**src/rtl/piso_pkg.sv**
```systemverilog
// Shared types and frame-length derivation for the PISO serializer.
// PISO_PARITY_EN appends one even-parity bit to every frame.
package piso_pkg;

    typedef enum logic {
        ST_IDLE  = 1'b0,
        ST_SHIFT = 1'b1
    } state_t;

`ifdef PISO_PARITY_EN
    localparam int PAR_BITS = 1;
`else
    localparam int PAR_BITS = 0;
`endif

    function automatic int frame_len(input int width);
        return width + PAR_BITS;
    endfunction

endpackage

```
**src/rtl/piso_bit_counter.sv**
```systemverilog
// Up-counter with sync clear/load, enable and terminal-count flag.
// Used to track the bit position within a serial frame.
module piso_bit_counter #(
    parameter int CW   = 3,
    parameter int TERM = 4
) (
    input  logic          clk,
    input  logic          rst,
    input  logic          clr,
    input  logic          load,
    input  logic [CW-1:0] din,
    input  logic          en,
    output logic          tc
);

    localparam logic [CW-1:0] TC_VAL = CW'(TERM);

    logic [CW-1:0] count;

    always_ff @(posedge clk) begin
        if (!rst) begin
            count <= '0;
        end else if (clr) begin
            count <= '0;
        end else if (load) begin
            count <= din;
        end else if (en) begin
            count <= count + CW'(1);
        end
    end

    assign tc = (count == TC_VAL);

endmodule

```
**src/rtl/piso_serializer.sv**
```systemverilog
// Parallel-in serial-out transmitter, MSB first, valid/ready input.
// Optional even parity bit per frame under PISO_PARITY_EN.
module piso_serializer
    import piso_pkg::*;
#(
    parameter int WIDTH = 5
) (
    input  logic             clk,
    input  logic             rst,
    input  logic [WIDTH-1:0] pi_data,
    input  logic             pi_valid,
    output logic             pi_ready,
    output logic             so,
    output logic             so_valid,
    output logic             so_last
);

    localparam int FL = frame_len(WIDTH);
    localparam int CW = $clog2(FL + 1);

    state_t        state;
    logic [FL-1:0] sreg;
    logic [FL-1:0] frame;
    logic          tc;
    logic          accept;
    logic          done;
    logic          busy;

    assign busy     = (state == ST_SHIFT);
    assign so_last  = busy && tc;
    assign pi_ready = (state == ST_IDLE) || so_last;
    assign accept   = pi_valid && pi_ready;
    assign done     = so_last && !accept;

`ifdef PISO_PARITY_EN
    assign frame = {pi_data, ^pi_data};
`else
    assign frame = pi_data;
`endif

    piso_bit_counter #(
        .CW   (CW),
        .TERM (FL - 1)
    ) u_cnt (
        .clk  (clk),
        .rst  (rst),
        .clr  (done),
        .load (accept),
        .din  ('0),
        .en   (busy && !tc),
        .tc   (tc)
    );

    // so holds the bit on the wire; sreg holds the bits still to go.
    always_ff @(posedge clk) begin
        if (!rst) begin
            state    <= ST_IDLE;
            sreg     <= '0;
            so       <= 1'b0;
            so_valid <= 1'b0;
        end else if (accept) begin
            state    <= ST_SHIFT;
            so       <= frame[FL-1];
            sreg     <= {frame[FL-2:0], 1'b0};
            so_valid <= 1'b1;
        end else if (done) begin
            state    <= ST_IDLE;
            so       <= 1'b0;
            sreg     <= '0;
            so_valid <= 1'b0;
        end else if (busy) begin
            so   <= sreg[FL-1];
            sreg <= {sreg[FL-2:0], 1'b0};
        end
    end

endmodule

```
**config.mk**
```make
export PLATFORM = sky130hd
export DESIGN_NAME = piso_serializer
export DESIGN_NICKNAME = d
export VERILOG_FILES = /design/src/rtl/piso_pkg.sv /design/src/rtl/piso_bit_counter.sv /design/src/rtl/piso_serializer.sv
export SDC_FILE = /design/constraint.sdc
export NUM_CORES = 1
export LEC_CHECK = 0
export BUFFER_PORTS_ARGS = -buffer_cell sky130_fd_sc_hd__buf_2
export CORE_AREA = 10 10 47 49
export CTS_BUF_LIST = sky130_fd_sc_hd__clkbuf_8
export CTS_CLUSTER_SIZE = 8
export DETAILED_ROUTE_END_ITERATION = 7
export DIE_AREA = 0 0 57 59
export PLACE_DENSITY = 0.56
export SYNTH_ARGS = -nofsm -noshare
export SYNTH_HDL_FRONTEND = slang
export SYNTH_SLANG_ARGS = --single-unit
```
**constraint.sdc**
```tcl
create_clock -name clk -period 1.3 [get_ports clk]
set_input_delay 0.13 -clock clk [delete_from_list [all_inputs] [get_ports clk]]
set_output_delay 0.13 -clock clk [all_outputs]
set_load 0.05 [all_outputs]
```
==> results of run 1 <==
==> power by group through the flow <==
stage	Combinational [uW]	Clock, uW	Sequential, uW
6_report	147	318	307
5_1_grt	164	337	309
4_1_cts	144	323	306
3_5_place_dp	120	0	312
3_3_place_gp	122	0	312
2_1_floorplan	76.5	0	324
==> kinds of logic after synthesis <==
group	count (synthesis)	synth area share (%)
mux	1	2.21
flops	9	39.8
simple gates	24	26.5
compound gates	13	19.6
buf+inv	5	6.35
fa+ha+maj	2	5.52
==> critical path, delay by kind of cell, from the launching register on <==
kind                       cells  cell delay, ns
AOI/OAI and AO/OA              1            0.16
adders and majority gates      1            0.16
buffers and inverters          3            0.25
DFF                            1            0.33
==> state kept, by name, summed over array words and instances (netlist names) <==
| signal | flops |
|---|---|
| so | 1 |
| sreg | 4 |
| busy | 1 |
| u_cnt.count | 3 |
==> placed cells by master, fill, tap and decap left out, types with 2 or more instances in the layout <==
cell and count:
nand3_1 6, nand2b_1 4, a21oi_1 5, dfxtp_2 2
buf_2 9, inv_2 2, clkbuf_8 3, inv_1 2
buf_4 6, nor2_1 7, o21ai_0 4, dfxtp_1 6
nand2_1 4
==> cells in the mapped netlist (all sizes together) <==
| cell | count |
|---|---|
| a22oi | 1 |
| or2b | 1 |
| ha | 2 |
| nand3 | 6 |
| mux2i | 1 |
| and3 | 1 |
| nand2b | 4 |
| a21boi | 1 |
| a21oi | 5 |
| dfxtp | 9 |
| inv | 4 |
| a311oi | 1 |
| o21ai | 4 |
| buf | 1 |
| nor2 | 7 |
| nand2 | 4 |
| or2 | 1 |
| a32oi | 1 |
==> path summary, 6_finish.rpt <==
| path | from | to | slack, ns | depth (start not counted) |
|---|---|---|---|---|
| worst min register to register | sreg[3] | sreg[4] | 0.45 | 2 |
| worst min-delay path | rst | sreg[4] | 0.16 | 3 |
| worst max-delay path | u_cnt.count[1] | pi_ready | 0.04 | 5 |
| worst max register to register | u_cnt.count[1] | sreg[1] | 0.08 | 7 |
==> metrics by stage <==
stage	total power, uW	setup slack (ns)
final	772	0.0429
after global routing	810	0.0129
after CTS	773	0.000595
after detailed placement	432	0.0982
after global placement	434	0.119
after floorplan	400	0.0103
==> cell type report <==
type                       count  area (um^2)
clock buffer                   3         41.3
clock inverter                 1         3.75
fill                         148          759
inverter                       4         17.5
multi-input combinational     40          256
sequential                     9          186
tap                           16         20.0
timing repair buffer          17          116
==> what timing repair did <==
item / in CTS / in global routing
pin swaps: 1 / 2
gates resized for setup: 8 / 2
endpoints found under the setup margin: 2 / 3
buffers inserted: 4 / 1
==> per-layer routing <==
| layer | vias to the layer above | global-route usage, % | share of wire, % |
|---|---|---|---|
| met5 | - | 0 | 0 |
| met4 | 0 | 4.03 | 1.9 |
| met3 | 2 | 3.22 | 3.8 |
| met2 | 5 | 10.4 | 53 |
| met1 | 191 | 6.66 | 41 |
| li1 | 224 | - | - |
==> results.txt, run 1 <==
CTS root buffer: clkbuf_8
Post-layout instance area: 642 um^2
Routability Congestion: 0.775
Hold buffer count at cts: 0
Nets@finish: 85
Cell Area, Synth: 453 um^2
P&R area growth vs syn: 41.7%
H-tree Lvls: 1
Die area: 3360 um^2
Dpl cell area: 531 um^2
Starting Density: 32.3%
Hpwl dp: 739 um
Top area cells in the synthesized netlist: dfxtp_1 40%, nand3_1 6.6%, nor2_1 5.8%
Initial antenna violation count: 0
Synthesis Warnings: 0
Hold slack: 0.162 ns
Psw: 205 uW
Comb pwr share: 19.0%
Cells after Synth: 54
Post-synthesis sequential area ratio: 39.8%
Drt wl/cell: 11.1 um
Non-Filler Instances: 90
Antenna diode count: 0
CP Capture Type: primary output
Num CTS Buffers: 3
Slowest stage delay, CP: 0.33 ns
Post-Route Skew: 0.00567 ns
Io pins: 12
Sequential Power Share: 39.7%
IO Port Bufs: 11
Clock Tree Buf Depth: 2
Total Wirelength: 995 um
DRC viols: 0
Mean area per synthesized cell: 8.39 um^2
Die width: 57 um
Top-area cell type share of the netlist area: 39.8%
Leakage Power: 0.000287 uW
Final setup TNS: 0 ns
Die Y: 59 um
Fin. max-slew vios: 0
Largest net degree at the start of global routing: 11
Iteration-0 DRC Markers: 4
Clock network power share: 41.2%
CP cell instances: inv_2, ha_4, a21boi_4, inv_4, buf_8
Fmax achieved: 796 MHz
Max-cap violation count: 0
Kind of critical path: reg2out
Number of synthesized register bits: 9
Hold crit path type: in2reg
Post-synth top area cell: dfxtp_1
Worst setup SP type: flop
Tmin final: 1.26 ns
Clock Latency Late Sink: 0.24 ns
TritonCTS Sinks: 9
Core ar.: 1400 um^2
Fin util: 45.8%
Dpl cells: 81
Maximum vdd drop: 0.000529 V
Int Pwr: 568 uW
Gr usage total: 6.49%
PwrDens: 1200 nW/um^2
Critical path's slowest cell: dfxtp_2
Vias per cell: 4.69
CP max FO: 4
Worst slew pin tran: 0.253 ns
Clock slew at reported path FFs: 0.05 ns
Setup violations, final: 0
CTS tree: done
Vias in the first global route: 404
Synth Net Count: 64
RSZ-0062 raised after global routing: no
Arrival time worst endpoint: 1.13 ns
Final hold violation count: 0
Sw frac: 26.5%
Yosys cell types: 19
DR pass1 iterations: 3
Vias: 422
Congestion Overflow GR: 0
Rel. slew slack: 83.3%
Status: finished clean
CP Data Required Time: 1.17 ns
Final ANT Viol Nets: 0
Final period util: 96.7%
First-pass GRT wire length: 1.70 mm
Layout cell share with drive strength beyond 1: 40.5%
Core Rows: 14
(Power assumes the default switching activity.)
==> inputs of run 2 (changes only) <==
- CELL_PAD_IN_SITES_DETAIL_PLACEMENT: default -> 1
- CELL_PAD_IN_SITES_GLOBAL_PLACEMENT: default -> 1
- CORE_AREA: 10 10 47 49 -> default
- CORE_MARGIN: default -> 10
- CORE_UTILIZATION: default -> 34
- DIE_AREA: 0 0 57 59 -> default
- PLACE_DENSITY: 0.56 -> 0.72
==> run 2 against run 1 <==
Against the previous run:
- power is 0.58% lower
- clock power hardly changed
- setup slack worse by 0.0086 ns
- highest routed layer unchanged
- sequential share of layout area is 0.76 points higher
==> results.txt, run 2 (same netlist as run 1, synthesis figures left out) <==
Int Pwr: 562 uW (was 568 uW)
Vias: 416 (was 422)
Final hold violation count: 0 (unchanged)
M1 GR Usage: 8.11% (was 6.66%)
Num CTS Buffers: 3 (unchanged)
Commonest non-fill, non-tap cell in the layout: buf_2 (unchanged)
Core Rows: 13 (was 14)
CTS root buffer: clkbuf_8 (unchanged)
Die Y: 56.5 um (was 59 um)
Clock network power share: 41.6% (was 41.2%)
Routability Congestion: 0.735 (was 0.775)
DRC viols: 0 (unchanged)
P&R area growth vs syn: 38.1% (was 41.7%)
Crit. Startpoint: u_cnt.count[1] (unchanged)
Hold crit path type: in2reg (unchanged)
Hold slack: 0.163 ns (was 0.162 ns)
Final ANT Viol Nets: 0 (unchanged)
Vias in the first global route: 447 (was 404)
Antenna diode count: 0 (unchanged)
Largest register by flop count: sreg (unchanged)
CTS tree: done (unchanged)
Hpwl dp: 870 um (was 739 um)
Initial antenna violation count: 0 (unchanged)
Fillers: 164 (was 148)
Drt wl/cell: 13.0 um (was 11.1 um)
Iteration-0 DRC Markers: 0 (was 4)
WP buf/inv: 2 (was 3)
CP Capture Type: primary output (unchanged)
Delay-heaviest family, CP: flip-flops (unchanged)
Comb pwr share: 18.4% (was 19.0%)
CP max FO: 4 (unchanged)
Sw frac: 26.8% (was 26.5%)
IO Port Bufs: 11 (unchanged)
Max-cap violation count: 0 (unchanged)
Hold path startpoint: pi_data[0] (was rst)
Starting Density: 35.2% (was 32.3%)
Status: finished clean (unchanged)
Kind of critical path: reg2out (unchanged)
Gr usage total: 7.80% (was 6.49%)
CP cell instances: inv_2, ha_4, and3_2, buf_6 (was inv_2, ha_4, a21boi_4, inv_4, buf_8)
Leakage Power: 0.000278 uW (was 0.000287 uW)
Post-layout instance area: 626 um^2 (was 642 um^2)
Vias per cell: 4.78 (was 4.69)
Clock Latency Late Sink: 0.23 ns (was 0.24 ns)
Fin. max-slew vios: 0 (unchanged)
Hold buffer count at cts: 0 (unchanged)
Final period util: 97.4% (was 96.7%)
Dpl cell area: 529 um^2 (was 531 um^2)
Fin util: 48.7% (was 45.8%)
Largest registers: sreg x4, u_cnt.count x3 (unchanged)
Max reg flops: 4 (unchanged)
Final setup TNS: 0 ns (unchanged)
Reg2reg start: u_cnt.count[1] (unchanged)
Met2 Use GR: 11.1% (was 10.4%)
Die area: 3190 um^2 (was 3360 um^2)
Critical path's slowest cell: dfxtp_2 (unchanged)
Commonest non-fill, non-tap cells in the layout: 9 x buf_2, 7 x nor2_1, 6 x nand3_1, 6 x dfxtp_1, 5 x a21oi_1 (was 9 x buf_2, 7 x nor2_1, 6 x nand3_1, 6 x buf_4, 6 x dfxtp_1)
Core ar.: 1280 um^2 (was 1400 um^2)
Fmax achieved: 790 MHz (was 796 MHz)
GRT met3 Usage: 5.17% (was 3.22%)
GRT busiest layer: met2 (unchanged)
Psw: 206 uW (was 205 uW)
CP Data Required Time: 1.17 ns (about the same)
Nets@finish: 83 (was 85)
Arrival time worst endpoint: 1.14 ns (was 1.13 ns)
Design Power: 768 uW (was 772 uW)
Post-Route Skew: 0.00161 ns (was 0.00567 ns)
Maximum vdd drop: 0.000612 V (was 0.000529 V)
RSZ-0062 raised after global routing: yes (was no)
Total Wirelength: 1.13 mm (was 995 um)
Worst slew pin tran: 0.253 ns (about the same)
Slowest stage delay, CP: 0.33 ns (about the same)
Layout cell share with drive strength beyond 1: 38.9% (was 40.5%)
First-pass GRT wire length: 1.95 mm (was 1.70 mm)
H-tree Lvls: 1 (unchanged)
Worst setup SP type: flop (unchanged)
Die width: 56.5 um (was 57 um)
Io pins: 12 (unchanged)
Rel. slew slack: 83.3% (about the same)
Largest net degree at the start of global routing: 11 (unchanged)
PwrDens: 1230 nW/um^2 (was 1200 nW/um^2)
Congestion Overflow GR: 0 (unchanged)
Sequential Power Share: 40.0% (was 39.7%)
Clock Tree Buf Depth: 2 (unchanged)
DR pass1 iterations: 1 (was 3)
Clock slew at reported path FFs: 0.04 ns (was 0.05 ns)
TritonCTS Sinks: 9 (unchanged)
Setup violations, final: 0 (unchanged)
Tmin final: 1.27 ns (was 1.26 ns)
-- run 2: worst paths after layout --
kind	to	slack, ns	depth (start not counted)
setup / recovery	so_last	0.03	4
hold / removal	sreg[1]	0.16	3
setup reg to reg	sreg[1]	0.06	7
hold reg to reg	sreg[4]	0.45	2
-- run 2: layout make-up --
type	instances	area, um^2	share of cell area (%)
multi-input cells	40	256	41.0
flip-flops and latches	9	186	29.8
repair buffers	15	101	16.2
clock buffers	3	41.3	6.60
well taps	15	18.8	3.00
inverters	4	17.5	2.80
clock inverters	1	3.75	0.600
-- run 2: per-stage QoR --
stage | std cells | setup slack, ns
floorplan | 54 | 0.0103
global placement | 80 | 0.127
detailed placement | 80 | 0.0754
CTS | 87 | 0.00197
global route | 87 | -0.0150
finish | 87 | 0.0343
-- run 2: power groups by stage --
stage | clock, uW | combinational, uW | sequential, uW
after floorplan | 0 | 76.5 | 324
after global placement | 0 | 122 | 312
after detailed placement | 0 | 124 | 313
after CTS | 331 | 144 | 307
after global routing | 339 | 157 | 311
final | 319 | 141 | 307
-- run 2: repair_timing --
item                       in CTS  in global routing
pin swaps                       1                  2
setup endpoints to repair       2                  3
gates cloned                    0                  0
hold endpoints to repair        0                  0
buffers inserted                3                  0
gates resized for setup         8                  2
-- run 2: tightest hold or removal path, cell delays in order --
cell,delay [ns]
buf_2,0.08
a32oi_1,0.08
nor2_1,0.07
-- run 2: routing by layer --
layer	wire length (um)	up-vias	share of wire [%]
met5	0	-	0
met4	25	0	2.2
met3	96	3	8.5
met2	495	10	44
met1	513	184	45
li1	-	219	-
==> inputs of run 3 (changes only) <==
- CORE_UTILIZATION: 34 -> 36
- PLACE_DENSITY: 0.72 -> 0.73
- SYNTH_HIERARCHICAL: default -> 1
==> run 3 against run 2 <==
Against the previous run:
- the run now ends with setup timing left
- die area is 5.8% higher
- non-clock buffer count is 3 higher
- count of clock-buffer cells in the layout did not move
- first-iteration DRC count up 1
- setup slack worse by 0.18 ns
==> results.txt, run 3 <==
CP Data Required Time: 1.45 ns (was 1.17 ns)
Vias in the first global route: 556 (was 447)
Most frequent cell after synthesis: dfxtp_1 (unchanged)
Gr usage total: 10.1% (was 7.80%)
Fin util: 61.0% (was 48.7%)
Total Wirelength: 1.45 mm (was 1.13 mm)
Hpwl dp: 1.09 mm (was 870 um)
Initial antenna violation count: 0 (unchanged)
Commonest non-fill, non-tap cells in the layout: 9 x buf_2, 6 x mux2i_1, 6 x buf_4, 6 x dfxtp_1, 5 x nand4_1 (was 9 x buf_2, 7 x nor2_1, 6 x nand3_1, 6 x dfxtp_1, 5 x a21oi_1)
Routability Congestion: 0.724 (was 0.735)
CP cell instances: inv_2, ha_4, and2_4, nor2b_4, inv_4, and2_4, nor2b_4, nor4_2 (was inv_2, ha_4, and3_2, buf_6)
Failing checks: setup timing
CTS root buffer: clkbuf_8 (unchanged)
Layout cell share with drive strength beyond 1: 59.0% (was 38.9%)
Congestion Overflow GR: 0 (unchanged)
Synthesis Warnings: 6 (was 0)
Nets@finish: 89 (was 83)
Die width: 58.1 um (was 56.5 um)
Largest net degree at the start of global routing: 11 (unchanged)
Drt wl/cell: 15.6 um (was 13.0 um)
Die area: 3380 um^2 (was 3190 um^2)
Design Power: 921 uW (was 768 uW)
Commonest non-fill, non-tap cell in the layout: buf_2 (unchanged)
Antenna diode count: 0 (unchanged)
Starting Density: 39.2% (was 35.2%)
Post-synthesis sequential area ratio: 34.4% (was 39.8%)
Hold crit path type: in2reg (unchanged)
Post-synth top area cell: dfxtp_1 (unchanged)
Largest register by flop count: sreg (unchanged)
Cells after Synth: 55 (was 54)
Delay-heaviest family, CP: simple AND/OR/NAND/NOR gates (was flip-flops)
Arrival time worst endpoint: 1.60 ns (was 1.14 ns)
Ys flop type: dfxtp_1 (unchanged)
Maximum vdd drop: 0.000744 V (was 0.000612 V)
Iteration-0 DRC Markers: 1 (was 0)
H-tree Lvls: 1 (unchanged)
Core ar.: 1330 um^2 (was 1280 um^2)
Most frequent cells after synthesis: 9 x dfxtp_1, 6 x mux2i_1, 5 x nand4_1 (was 9 x dfxtp_1, 7 x nor2_1, 6 x nand3_1)
Setup WS post-layout: -0.150 ns (was 0.0343 ns)
IO Port Bufs: 11 (unchanged)
Num CTS Buffers: 3 (unchanged)
CTS tree: done (unchanged)
Cell Area, Synth: 523 um^2 (was 453 um^2)
Hold buffer count at cts: 0 (unchanged)
Fin. max-slew vios: 0 (unchanged)
Final period util: 112% (was 97.4%)
Leakage Power: 0.000353 uW (was 0.000278 uW)
Io pins: 12 (unchanged)
Critical path's slowest cell: dfxtp_2 (unchanged)
PwrDens: 1130 nW/um^2 (was 1230 nW/um^2)
Number of synthesized flops with an enable pin: 0 (unchanged)
TritonCTS Sinks: 9 (unchanged)
Status: complete, but fails checks (was finished clean)
Vias per cell: 5.26 (was 4.78)
Vias: 489 (was 416)
First-pass GRT wire length: 2.66 mm (was 1.95 mm)
Max-cap violation count: 0 (unchanged)
Kind of critical path: reg2reg (was reg2out)
Synth async-reset ratio: 0% (unchanged)
Post-Route Skew: 0.00429 ns (was 0.00161 ns)
CP max FO: 6 (was 4)
Core Rows: 13 (unchanged)
Tmin final: 1.45 ns (was 1.27 ns)
CP Capture Type: flop (was primary output)
Mean area per synthesized cell: 9.51 um^2 (was 8.39 um^2)
Top-area cell type share of the netlist area: 34.4% (was 39.8%)
Worst setup SP type: flop (unchanged)
Clock Latency Late Sink: 0.24 ns (was 0.23 ns)
Final hold violation count: 0 (unchanged)
RSZ-0062 raised after global routing: yes (unchanged)
Max reg flops: 4 (unchanged)
Die Y: 58.1 um (was 56.5 um)
WP buf/inv: 2 (unchanged)
Top area cells in the synthesized netlist: dfxtp_1 34%, mux2i_1 11%, nand4_1 6.0% (was dfxtp_1 40%, nand3_1 6.6%, nor2_1 5.8%)
Fmax achieved: 689 MHz (was 790 MHz)
DR pass1 iterations: 2 (was 1)
Yosys cell types: 22 (was 19)
Clock slew at reported path FFs: 0.05 ns (was 0.04 ns)
P&R area growth vs syn: 55.5% (was 38.1%)
Setup violations, final: 5 (was 0)
DP Worst Slack: -0.160 ns (was 0.0754 ns)
Largest registers: sreg x4, u_cnt/count x3 (was sreg x4, u_cnt.count x3)
Slowest stage delay, CP: 0.32 ns (was 0.33 ns)
Clock Tree Buf Depth: 2 (unchanged)
Number of synthesized register bits: 9 (unchanged)
DRC viols: 0 (unchanged)
Final ANT Viol Nets: 0 (unchanged)
## run 3: changes by cell type after synthesis, moves of 4 or more
| cell | delta |
|---|---|
| nor2_1 | -7 |
| nand3_1 | -6 |
| a21oi_1 | -5 |
| mux2i_1 | +5 |
| nand4_1 | +5 |
| o21ai_0 | -4 |
## run 3: per-layer routing
metal / track usage [%] / wire (um) / share of wire (%) / vias up
met1: 10.5 / 622 / 43 / 232
met5: 0 / 0 / 0 / -
met2: 16.3 / 701 / 48 / 10
li1: - / - / - / 245
met3: 5.23 / 99 / 6.8 / 2
met4: 5.03 / 25 / 1.7 / 0
## run 3: report_power, final
part | leakage, uW | total [uW] | internal (uW) | switching, uW
clock network | 0.0000269 | 326 | 206 | 120
registers | 0.0000752 | 325 | 306 | 19.3
logic | 0.000251 | 269 | 127 | 143
total | 0.000353 | 921 | 639 | 282
## run 3: cell families after synthesis
logic type,share of synthesized area [%]
buf+inv,5.02
fa+ha+maj,4.78
other cells,0.717
mux,11.5
simple gates,27.3
compound gates,14.6
xor+xnor,1.67
flops,34.4
## run 3: what timing repair did
item                       CTS  global route
buffers inserted             1             0
setup endpoints to repair    8             8
pin swaps                    3             3
gates resized for setup     11             4
## run 3: worst paths after layout
check,startpoint,end,slack (ns),depth (start not counted)
max,u_cnt/count[1],u_cnt/count[2],-0.15,8
min,pi_data[0],sreg[1],0.18,3
max reg2reg,u_cnt/count[1],u_cnt/count[2],-0.15,8
min reg2reg,sreg[2],sreg[3],0.53,2
## run 3: final cells by class
type                            instances  area [um^2]
Multi-Input combinational cell         43          420
Clock buffer                            3         41.3
Inverter                                4         17.5
Clock inverter                          1         3.75
Sequential cell                         9          184
Timing Repair Buffer                   18          128
Tap cell                               15         18.8
Fill cell                             151          520
## run 3: worst min-delay path: cells and delay by family
family / cells / cell delay (ns)
AOI/OAI and AO/OA: 1 / 0.08
buffers and inverters: 1 / 0.09
and+or+nand+nor: 1 / 0.08
## run 3: per-stage QoR
step,instance area [um^2],instances,setup TNS [ns],hold WS (ns)
detailed placement,694,88,-0.507,0.420
CTS,790,93,-0.599,0.177
global route,813,93,-0.974,0.195
global placement,694,88,-0.344,0.410
floorplan,587,57,-0.643,0.248
finish,813,93,-0.636,0.176
